$ cat config.mk
export PLATFORM = sky130hd
export DESIGN_NAME = game_control_flat
export DESIGN_NICKNAME = d
export VERILOG_FILES = /design/src/rtl/game_control_if.sv /design/src/rtl/game_control.sv /design/src/flat_wrapper.sv
export SDC_FILE = /design/constraint.sdc
export NUM_CORES = 1
export LEC_CHECK = 0
export BUFFER_PORTS_ARGS = -buffer_cell sky130_fd_sc_hd__buf_2
export CORE_UTILIZATION = 27
export DETAILED_ROUTE_END_ITERATION = 12
export SYNTH_ARGS = -nofsm -noshare
export SYNTH_HDL_FRONTEND = slang
export SYNTH_SLANG_ARGS = --single-unit
$ cat constraint.sdc
create_clock -name clk -period 3.2 [get_ports clk]
set_input_delay 0.16 -clock clk [delete_from_list [all_inputs] [get_ports clk]]
set_output_delay 0.16 -clock clk [all_outputs]
set_load 0.01 [all_outputs]
$ cat src/rtl/game_control_if.sv
// Datapath-facing bus of the game sequencer: state code and plot strobe go
// out, rectangle-done and collision status come back.
interface game_control_if;
    logic [3:0] cur_state;
    logic       plot;
    logic       finished_draw;
    logic       collision;

    modport master (output cur_state, plot, input finished_draw, collision);
    modport slave  (input cur_state, plot, output finished_draw, collision);
endinterface

$ cat src/rtl/game_control.sv
// Game sequencer: frame pacing, draw sequencing with timeout, flap latching,
// game-over and restart handling. cur_state is the FSM register itself.
module game_control #(
    parameter int FRAME_TICKS  = 833333,
    parameter int DRAW_TIMEOUT = 65535
) (
    input  logic clk,
    input  logic reset,
    input  logic start,
    input  logic flap,
    game_control_if.master dp,
    output logic flap_req,
    output logic game_reset,
    output logic game_over,
    output logic draw_error,
    output logic frame_overrun
);
    typedef enum logic [3:0] {
        DRAW_BIRD     = 4'd0,
        DRAW_WALL_TOP = 4'd1,
        DRAW_WALL_BOT = 4'd2,
        CHECK         = 4'd3,
        WAIT_FRAME    = 4'd4,
        UPDATE_POS    = 4'd5,
        IDLE          = 4'd6,
        GAME_OVER     = 4'd7
    } state_t;

    state_t      state;
    logic        start_d1, flap_d1, armed;
    logic [19:0] frame_cnt;
    logic [15:0] tcnt;
    logic        frame_pending, flap_latched;

    // armed masks the first cycle after reset so a key held across reset
    // does not look like a fresh press
    logic start_rise, flap_rise;
    assign start_rise = start & ~start_d1 & armed;
    assign flap_rise  = flap  & ~flap_d1  & armed;

    logic frame_tick, in_draw, running, draw_timeout, draw_adv, leave_wait;
    assign frame_tick   = (frame_cnt == 20'(FRAME_TICKS - 1));
    assign in_draw      = (state == DRAW_BIRD) || (state == DRAW_WALL_TOP) ||
                          (state == DRAW_WALL_BOT);
    assign running      = in_draw || (state == CHECK) || (state == WAIT_FRAME) ||
                          (state == UPDATE_POS);
    assign draw_timeout = in_draw && (tcnt == 16'(DRAW_TIMEOUT - 1));
    assign draw_adv     = in_draw && (dp.finished_draw || draw_timeout);
    assign leave_wait   = (state == WAIT_FRAME) && frame_pending;

    assign dp.cur_state = state;
    assign dp.plot      = in_draw;
    assign game_over    = (state == GAME_OVER);

    // Key edge-detect registers
    always_ff @(posedge clk) begin
        if (reset) begin
            start_d1 <= 1'b0;
            flap_d1  <= 1'b0;
            armed    <= 1'b0;
        end else begin
            start_d1 <= start;
            flap_d1  <= flap;
            armed    <= 1'b1;
        end
    end

    // Free-running frame counter, wraps at FRAME_TICKS-1
    always_ff @(posedge clk) begin
        if (reset)           frame_cnt <= '0;
        else if (frame_tick) frame_cnt <= '0;
        else                 frame_cnt <= frame_cnt + 20'd1;
    end

    // Pending frame bookkeeping; a tick landing on an unconsumed tick is dropped
    // and flagged, but a tick landing on the consuming cycle is kept
    always_ff @(posedge clk) begin
        if (reset) begin
            frame_pending <= 1'b0;
            frame_overrun <= 1'b0;
        end else if (!running) begin
            frame_pending <= 1'b0;
            frame_overrun <= 1'b0;
        end else begin
            frame_pending <= (frame_pending & ~leave_wait) | frame_tick;
            frame_overrun <= frame_tick & frame_pending & ~leave_wait;
        end
    end

    // Per-draw-state cycle counter, restarted on every draw state entry
    always_ff @(posedge clk) begin
        if (reset)                   tcnt <= '0;
        else if (!in_draw || draw_adv) tcnt <= '0;
        else                         tcnt <= tcnt + 16'd1;
    end

    // Main sequencer with registered pulse outputs and the flap latch
    always_ff @(posedge clk) begin
        if (reset) begin
            state        <= IDLE;
            game_reset   <= 1'b0;
            flap_req     <= 1'b0;
            draw_error   <= 1'b0;
            flap_latched <= 1'b0;
        end else begin
            game_reset <= 1'b0;
            flap_req   <= 1'b0;
            if (draw_timeout && !dp.finished_draw) draw_error <= 1'b1;
            case (state)
                IDLE, GAME_OVER: begin
                    flap_latched <= 1'b0;
                    if (start_rise) begin
                        state      <= WAIT_FRAME;
                        game_reset <= 1'b1;
                        draw_error <= 1'b0;
                    end
                end
                WAIT_FRAME: begin
                    flap_latched <= flap_latched | flap_rise;
                    if (frame_pending) begin
                        state    <= UPDATE_POS;
                        flap_req <= flap_latched | flap_rise;
                    end
                end
                UPDATE_POS: begin
                    // consume; a press on this very cycle carries to next frame
                    flap_latched <= flap_rise;
                    state        <= DRAW_BIRD;
                end
                DRAW_BIRD: begin
                    flap_latched <= flap_latched | flap_rise;
                    if (draw_adv) state <= DRAW_WALL_TOP;
                end
                DRAW_WALL_TOP: begin
                    flap_latched <= flap_latched | flap_rise;
                    if (draw_adv) state <= DRAW_WALL_BOT;
                end
                DRAW_WALL_BOT: begin
                    flap_latched <= flap_latched | flap_rise;
                    if (draw_adv) state <= CHECK;
                end
                CHECK: begin
                    flap_latched <= flap_latched | flap_rise;
                    state        <= dp.collision ? GAME_OVER : WAIT_FRAME;
                end
                default: begin
                    flap_latched <= 1'b0;
                    state        <= IDLE;
                end
            endcase
        end
    end
endmodule

$ cat src/flat_wrapper.sv
// flat-port wrapper written by rule: the top's interface ports become plain ports
module game_control_flat 
#(
    parameter int FRAME_TICKS  = 833333,
    parameter int DRAW_TIMEOUT = 65535
)
  (clk, reset, start, flap, flap_req, game_reset, game_over, draw_error, frame_overrun, dp_cur_state, dp_plot, dp_finished_draw, dp_collision);
  game_control_if dp_i ();
  input  logic clk;
  input  logic reset;
  input  logic start;
  input  logic flap;
  output logic flap_req;
  output logic game_reset;
  output logic game_over;
  output logic draw_error;
  output logic frame_overrun;
  output wire logic [$bits(dp_i.cur_state)-1:0] dp_cur_state;
  output wire logic [$bits(dp_i.plot)-1:0] dp_plot;
  input wire logic [$bits(dp_i.finished_draw)-1:0] dp_finished_draw;
  input wire logic [$bits(dp_i.collision)-1:0] dp_collision;
  assign dp_cur_state = dp_i.cur_state;
  assign dp_plot = dp_i.plot;
  assign dp_i.finished_draw = dp_finished_draw;
  assign dp_i.collision = dp_collision;
  game_control #(.FRAME_TICKS(FRAME_TICKS), .DRAW_TIMEOUT(DRAW_TIMEOUT)) u_core (.clk(clk), .reset(reset), .start(start), .flap(flap), .dp(dp_i), .flap_req(flap_req), .game_reset(game_reset), .game_over(game_over), .draw_error(draw_error), .frame_overrun(frame_overrun));
endmodule
## Yosys cells after proc, flatten, opt, wreduce, memory -nomap -nowiden

Cells that the tools add are included.

| cells by class | value |
|---|---|
| $add $sub $neg | 2 |
| equality and inequality tests | 14 |
| multiplexer cells | 13 |
| bitwise logic cells | 16 |
| reduce and logical (&&, ||, !) cells | 22 |

Operators with widths:

| operator | number |
|---|---|
| 4-bit one-hot mux with 7 select lines | 1 |
| 20-bit by 1-bit adder with 20-bit output (second input constant) | 1 |
| 20-bit == test (second input constant) | 1 |
| 4-bit two-way mux | 5 |
| 16-bit by 1-bit adder with 16-bit output (second input constant) | 1 |
| 16-bit == test (second input constant) | 1 |
| 4-bit by 3-bit == test with 1-bit output (second input constant) | 4 |
| 2-bit by 1-bit != test with 1-bit output (second input constant) | 5 |
| 2-bit OR reduction | 5 |
| 4-bit by 2-bit == test with 1-bit output (second input constant) | 2 |
| 1-bit bitwise AND | 7 |
| 1-bit logical OR | 7 |
| 1-bit inverter | 7 |
| 1-bit two-way mux | 5 |
| 5-bit AND reduction | 1 |
| 5-bit OR reduction | 1 |
| 4-bit by 1-bit == test with 1-bit output (second input constant) | 1 |
| 1-bit logical AND | 4 |
| 4-bit logical NOT | 1 |
| 3-bit OR reduction | 1 |
| 1-bit logical NOT | 2 |
| 2-bit two-way mux | 1 |
| 1-bit bitwise OR | 2 |
| 1-bit one-hot mux with 2 select lines | 1 |

| storage, ports and cells | value |
|---|---|
| register bits after elaboration | 49 |
| input bits | 6 |
| output and inout bits | 10 |
| word-level logic and storage cells | 79 |

## Logic depth before layout (Yosys ltp)

Gate-level depths: netlist (run 1).

| depth | value |
|---|---|
| word-level depth | 8 |
| depth in mapped cells | 8 |
| depth with buffers taken out | 6 |

## Worst setup path after synthesis (run 1)

OpenSTA, ideal clock, no wires.

| timing | value |
|---|---|
| path kind | reg2reg |
| start point | register u_core.frame_cnt[0] |
| end point | register u_core.frame_cnt[16] |
| setup time | 0.070 ns |
| arrival | 1.802 ns |
| required time | 3.130 ns |
| setup slack | 1.328 ns |
| cell stages (with the launch flop) | 7 |
| buffers on the path | 1 |
| period minus slack after synthesis | 1.872 ns |
| path through | dfxtp_1 ha_1 nand3_1 or4_1 clkbuf_1 or3_1 a21oi_1 |

| on the way | value |
|---|---|
| cells in the longest elaborated chain, start to end | 2 |
| elaborated cells between the ends (all ways) | 3 |
| classes of those cells | add/sub: 1; eq/ne: 1; reduce/logical: 1 |

Ends and longest elaborated chain:

| what | RTL line | source |
|---|---|---|
| start, declared | game_control.sv:31 | `logic [19:0] frame_cnt;` |
| start signal, assigned | game_control.sv:72 | `else frame_cnt <= frame_cnt + 20'd1;` |
| branches (longest 2 deep; another with 20-bit by 1-bit adder with 20-bit output) | n/a |  |

Parallel ways; which one is timed is not known.
A chain may end at the register's enable or synchronous reset.

## Worst setup path in the final report (run 1)

| timing | value |
|---|---|
| start point | register u_core.frame_cnt[15] |
| end point | register u_core.frame_cnt[6] |

| on the way | value |
|---|---|
| cells in the longest elaborated chain, start to end | 2 |

Ends and longest elaborated chain:

| what | RTL line | source |
|---|---|---|
| 20-bit == test | game_control.sv:42 | `assign frame_tick = (frame_cnt == 20'(FRAME_TICKS - 1));` |
| 2-bit OR reduction (no line) | n/a |  |

No other way between the ends.

==> metrics.md, run 1 <==
| Metric | Value |
|---|---|
| Max Buffers Root-to-Sink | 2 |
| Setup TNS | 0 ns |
| H-tree levels | 2 |
| Min Hold Slack | around 0.084 ns |
| Finished Layout Cells | around 360 |
| DIE AREA | 0.00827 sq mm |
| Global-route wire length before repair | around 6.8 mm |
| Final setup violation count | 0 |
| Post-synthesis simple-gate area fraction | 31.0% |
| Initial antenna violation count | 0 |
| CTS Buf Count | 5 |
| FP Rows | 32 |
| Post-CTS setup repair buffer count | 0 |
| Worst reg2reg startpoint | u_core.frame_cnt[15] |
| Clk_lat worst skew | 0.30 ns |
| Netlist cell types | 40 |
| Post-synthesis sequential area ratio | between 40 and 50% |
| Largest net degree at the start of global routing | 20 |
| Post-route minimum period | 2.12 ns |
| Total wire length | ~3.9 mm |
| Power Density | between 500 and 600 mW/mm^2 |
| CP startpoint kind | flop |
| Area Overhead vs Synth | 11.5% |
| Final period utilization | 66.3% |
| Crit. End Element | flop |
| Flops & latches, synth | 48 |
| Synthesized Nets | approximately 260 |
| Die height | between 90 and 100 um |
| Clock sink count | 48 |
| Reg2reg setup slack | about 1.1 ns |
| Worst-Margin Slew | about 0.64 ns |
| Min-Delay Endpoint | u_core.flap_d1 |
| Final hold violations | 0 |
| Number of synthesis warnings | 0 |
| Gpl congestion | 0.751 |
| Total Routing Usage GR | 10.0% |
| RSZ-0062 raised after global routing | false |
| Cell area after synthesis | 0.00214 sq mm |
| DIE WIDTH | 91.0 um |
| Synth Area in Compound Gates | 6.97% |
| HP Class | input port to flop |
| Syn_area_per_cell | 8.65 sq um |
| Share of post-route cells with drive strength above 1 | 10.9% |
| Main combinational cell family by area after synthesis | simple AND/OR/NAND/NOR gates |
| # DRC | 0 |
| Setup CP Type | flop to flop |
| Root buffer cell | clkbuf_8 |
| Gr ovfl total | 0 |
| Worst r2r dst | u_core.frame_cnt[6] |
| Reg clk slew, reported paths | approximately 0.090 ns |
| Clock Skew | just under 0.008 ns |
| Post-synth EDFFs | 0 |
| Max_slew headroom | 57.3% |
| Area share of fa/ha/maj cells after synthesis | ~2.3% |
| Asr flop ratio synth | 0% |
| Vias in the first global route | 1,527 |
| Dpl cells | 351 |
| TritonCTS clock tree | yes |
| Drt initial violations | between 70 and 80 |
| Max Freq | 471 MHz |
| Hold wc startpoint | flap |
| Post-DRT Antenna Nets | 0 |
| Peak VDD IR | between 0.2 and 0.25 mV |
| Power Total | 1.26 mW |
| Vias after detailed routing | approximately 1,600 |
| Initial core utilization | 27.8% |
| Ports | 16 |
| Hold Buf Count CTS | 0 |
| First-pass DRT Iterations | 4 |
| Post-CTS sizing | 0 |
| Port Buffer Count | 14 |
| Max-capacitance violation count | 0 |
| Fin nets | 266 |
| Hpwl dp | 2.71 mm |
| Reg2Reg Depth | 4 |
| Most flops, register | u_core.frame_cnt |
| Outcome | finished clean |
| Worst EP required | 3.37 ns |
| Multiplexer share of the synthesized area | 0.468% |
| Via density | 4.56 |
| Post-Synth XOR/XNOR Area | 9.84% |
| Hold path cells | 2 |
| P_leak | 0.819 nW |
| CP arrival | 2.29 ns |
| Top FF cell, synth | dfxtp_1 |
| # diodes | 0 |
| Fin util | 31.0% |
| Fill cells | 829 |
| Final max-slew violation count | 0 |
| Critical Path Fanout Max | 19 |
| Number of flip-flops in the largest register | 20 |
| DR WL/cell | around 11 um |
| Core area | 0.00769 sq mm |
| Syn Inst Count | about 250 |
[cell usage in the layout (no fill, tap or decap), drive strengths merged, types with 2 or more instances in the layout]
master	synthesis	layout
a21oi	13	13
and2	2	2
and3	5	5
and4	5	5
buf	6	14
clkbuf	6	6
dfxtp	48	48
ha	4	4
inv	8	8
nand2	18	18
nand2b	3	3
nand3	14	14
nand3b	2	2
nand4	9	9
nor2	33	33
nor2b	4	4
nor3	7	7
nor4	6	6
o21ai	8	8
or3	8	8
or4	3	3
or4b	2	2
xnor2	10	10
xor2	14	14
[how the worst max path moves through the flow]
stage	startpoint	end	cells after the start
3_5_place_dp	u_core.frame_cnt[16]	u_core.frame_cnt[6]	4
6_report	u_core.frame_cnt[15]	u_core.frame_cnt[6]	4
2_1_floorplan	u_core.frame_cnt[0]	u_core.frame_cnt[16]	6
4_1_cts	u_core.frame_cnt[15]	u_core.frame_cnt[6]	4
5_1_grt	u_core.frame_cnt[2]	u_core.frame_cnt[6]	4
3_3_place_gp	u_core.frame_cnt[2]	u_core.frame_cnt[7]	4
[cell usage after synthesis (4+ instances only)]
cell type | instances | area [sq um]
dfxtp_1 | 48 | 961
nor2_1 | 33 | 124
nand2_1 | 17 | 63.8
xor2_1 | 14 | 123
nand3_1 | 13 | 65.1
a21oi_1 | 12 | 60.1
xnor2_1 | 10 | 87.6
nand4_1 | 9 | 56.3
inv_1 | 8 | 30.0
o21ai_0 | 8 | 40.0
nor3_1 | 7 | 35.0
clkbuf_1 | 6 | 22.5
nor4_1 | 6 | 37.5
and3_1 | 5 | 31.3
and4_1 | 5 | 43.8
or3_1 | 5 | 31.3
ha_1 | 4 | 50.1
nor2b_1 | 4 | 25.0
[cell type report]
| type | count | area (sq um) | share of cell area [%] |
|---|---|---|---|
| Tap cell | 102 | 128 | 5.36 |
| Clock inverter | 2 | 35.0 | 1.47 |
| Inverter | 8 | 30.0 | 1.26 |
| Timing Repair Buffer | 14 | 70.1 | 2.94 |
| Multi-Input combinational cell | 179 | 1090 | 45.6 |
| Clock buffer | 6 | 72.6 | 3.05 |
| Sequential cell | 48 | 961 | 40.3 |
[where the power goes]
group          switching, mW  internal [mW]  total, mW
Sequential            0.0436          0.620      0.664
Clock                  0.204          0.232      0.436
Combinational         0.0915         0.0684      0.160
Total                  0.339          0.921       1.26
[logic make-up (layout without fill, tap and decap cells)]
logic type,Yosys count,after routing
other cells,1,1
flops,48,48
simple gates,123,123
compound gates,26,26
buf+inv,20,30
fa+ha+maj,4,4
xor+xnor,24,24
mux,1,1
[critical path: stages (launching register included)]
cell,delay [ns]
dfxtp_1,0.42
or4b_1,0.49
nor4_1,0.36
a21o_1,0.59
nor2_1,0.11
[layer usage]
metal	wire length [um]	track usage, %
met3	88	2.76
met5	0	0
met4	70	4.37
met2	1740	15.7
met1	1980	12.9
[per-stage QoR]
step / setup slack, ns / cell area, sq um
floorplan: 1.33 / 2140
detailed placement: 1.08 / 2270
finish: 1.08 / 2380
global placement: 1.12 / 2270
global route: 0.839 / 2380
CTS: 1.07 / 2380
No activity file was read; power rests on OpenSTA's default activity.
==> run 2, diff against run 1 <==
- clock period: 3.2 -> 2.2 ns (I/O delays scaled with it)
==> metrics.md, run 2 (synthesis results as in run 1) <==
| Metric | Value |
|---|---|
| Outcome | finished clean |
| HP Class | input port to flop |
| Max_slew headroom | 65.5% |
| Int Power | 1.35 mW |
| Setup CP Type | flop to flop |
| H-tree levels | 2 |
| RSZ-0062 raised after global routing | false |
| Switching share of total power | between 20% and 30% |
| Gpl congestion | around 0.72 |
| CP top delay family | simple AND/OR/NAND/NOR gates |
| TritonCTS clock tree | yes |
| Worst path slowest cell | or4_1 |
| Clk_lat worst skew | about 0.3 ns |
| Fin nets | 269 |
| Commonest non-fill, non-tap cell in the layout | dfxtp_1 |
| Psw | 485 uW |
| CP arrival | 2.24 ns |
| Final hold violations | 0 |
| Largest net degree at the start of global routing | 20 |
| Share of post-route cells with drive strength above 1 | a little under an eighth |
| Largest stage delay, worst path | 0.63 ns |
| Post-DRT Antenna Nets | 0 |
| Initial core utilization | 27.8% |
| Total Routing Usage GR | 10.2% |
| Post-CTS sizing | 0 |
| CTS Buf Count | 5 |
| DIE WIDTH | about 91 um |
| Final max-slew violation count | 0 |
| Total wire length | 3.95 mm |
| Worst-Margin Slew | 0.518 ns |
| Vias after detailed routing | 1,675 |
| Setup TNS | 0 ns |
| Vias in the first global route | between 1,500 and 2,000 |
| Root buffer cell | clkbuf_8 |
| Area Overhead vs Synth | 12.5% |
| Bufs and invs on worst path | 0 |
| CP startpoint kind | flop |
| Final period utilization | 91.2% |
| FP Rows | 32 |
| # DRC | 0 |
| Reg clk slew, reported paths | 0.09 ns |
| Final setup violation count | 0 |
| Min Hold Slack | 0.0461 ns |
| Crit. End Element | flop |
| P_leak | 0.834 nW |
| # diodes | 0 |
| Port Buffer Count | 14 |
| Peak VDD IR | around 0.36 mV |
| Most frequent cells in the layout | dfxtp_1, nor2_1, nand2_1 |
| Via density | 4.63 |
| Ports | 16 |
| Clock network fraction of total power | 33.9% |
| FF+latch area | 961 sq um |
| Number of flip-flops in the largest register | 20 |
| DIE AREA | between 0.008 and 0.009 sq mm |
| Fin util | 31.3% |
| Gr ovfl total | 0 |
| Post-CTS setup repair buffer count | 0 |
| Drt initial violations | 57 |
| Clock sink count | 48 |
| Sequential share of power | 51.4% |
| Power Density | 763 mW/mm^2 |
| First-pass DRT Iterations | 4 |
| Multi-input logic area | 0.00109 sq mm |
| Most flops, register | u_core.frame_cnt |
| Hpwl dp | 2.82 mm |
| Worst EP required | 2.44 ns |
| Hold Buf Count CTS | 0 |
| Max Freq | 498 MHz |
| CP Cell Sequence | ha_1 > nand3_1 > or4_1 > or3_1 > a21oi_1 |
| Comb power frac | 14.7% |
| Clock Skew | about 0.0064 ns |
| Max-capacitance violation count | 0 |
| Max Buffers Root-to-Sink | 2 |
| Fill cells | 834 |
| Initial antenna violation count | 0 |
| Critical Path Fanout Max | 7 |
| Global-route wire length before repair | between 6 and 7 mm |
| DR WL/cell | roughly 11 um |
| Post-route minimum period | 2.01 ns |
| Core area | 0.00769 sq mm |
| Die height | roughly 91 um |
==> run 2: cell types whose count changed in the layout (fill, tap and decap cells not counted) <==
| cell | change |
|---|---|
| buf_4 | +3 |
==> run 2: per-layer routing <==
layer | global-route usage (%) | part of all wire [%] | up-vias
met5 | 0 | 0 | -
met4 | 4.76 | 1.9 | 0
met3 | 2.85 | 3.2 | 7
met2 | 17.0 | 47 | 18
met1 | 12.1 | 48 | 773
li1 | - | - | 877
==> run 2: final cells by class <==
| type | instances | area share, % |
|---|---|---|
| Multi-Input combinational cell | 179 | 45.2 |
| Sequential cell | 48 | 40.0 |
| Tap cell | 102 | 5.31 |
| Timing Repair Buffer | 17 | 3.85 |
| Clock buffer | 6 | 3.02 |
| Clock inverter | 2 | 1.46 |
| Inverter | 8 | 1.25 |
==> run 2: stage by stage <==
stage                     worst slack (ns)  std cells  instance area (sq um)  power (mW)
after floorplan                      0.328        247                   2140        1.15
after global placement               0.253        354                   2300        1.24
after detailed placement             0.204        354                   2300        1.23
after CTS                            0.183        362                   2400        1.86
after global routing                0.0204        362                   2400        1.93
final                                0.193        362                   2400        1.84
==> run 2: power groups by stage <==
stage	registers [mW]	clock network [mW]	logic [mW]
floorplan	0.959	0	0.192
global placement	0.963	0	0.274
detailed placement	0.962	0	0.271
CTS	0.942	0.646	0.273
global route	0.949	0.679	0.299
finish	0.943	0.623	0.270
==> run 2: final timing paths <==
check,startpoint,cells past startpoint,to,slack (ns)
setup / recovery,u_core.frame_cnt[0],5,u_core.frame_cnt[16],0.19
hold / removal,start,2,u_core.start_d1,0.05
setup reg to reg,u_core.frame_cnt[0],5,u_core.frame_cnt[16],0.19
hold reg to reg,u_core.tcnt[0],1,u_core.tcnt[0],0.48
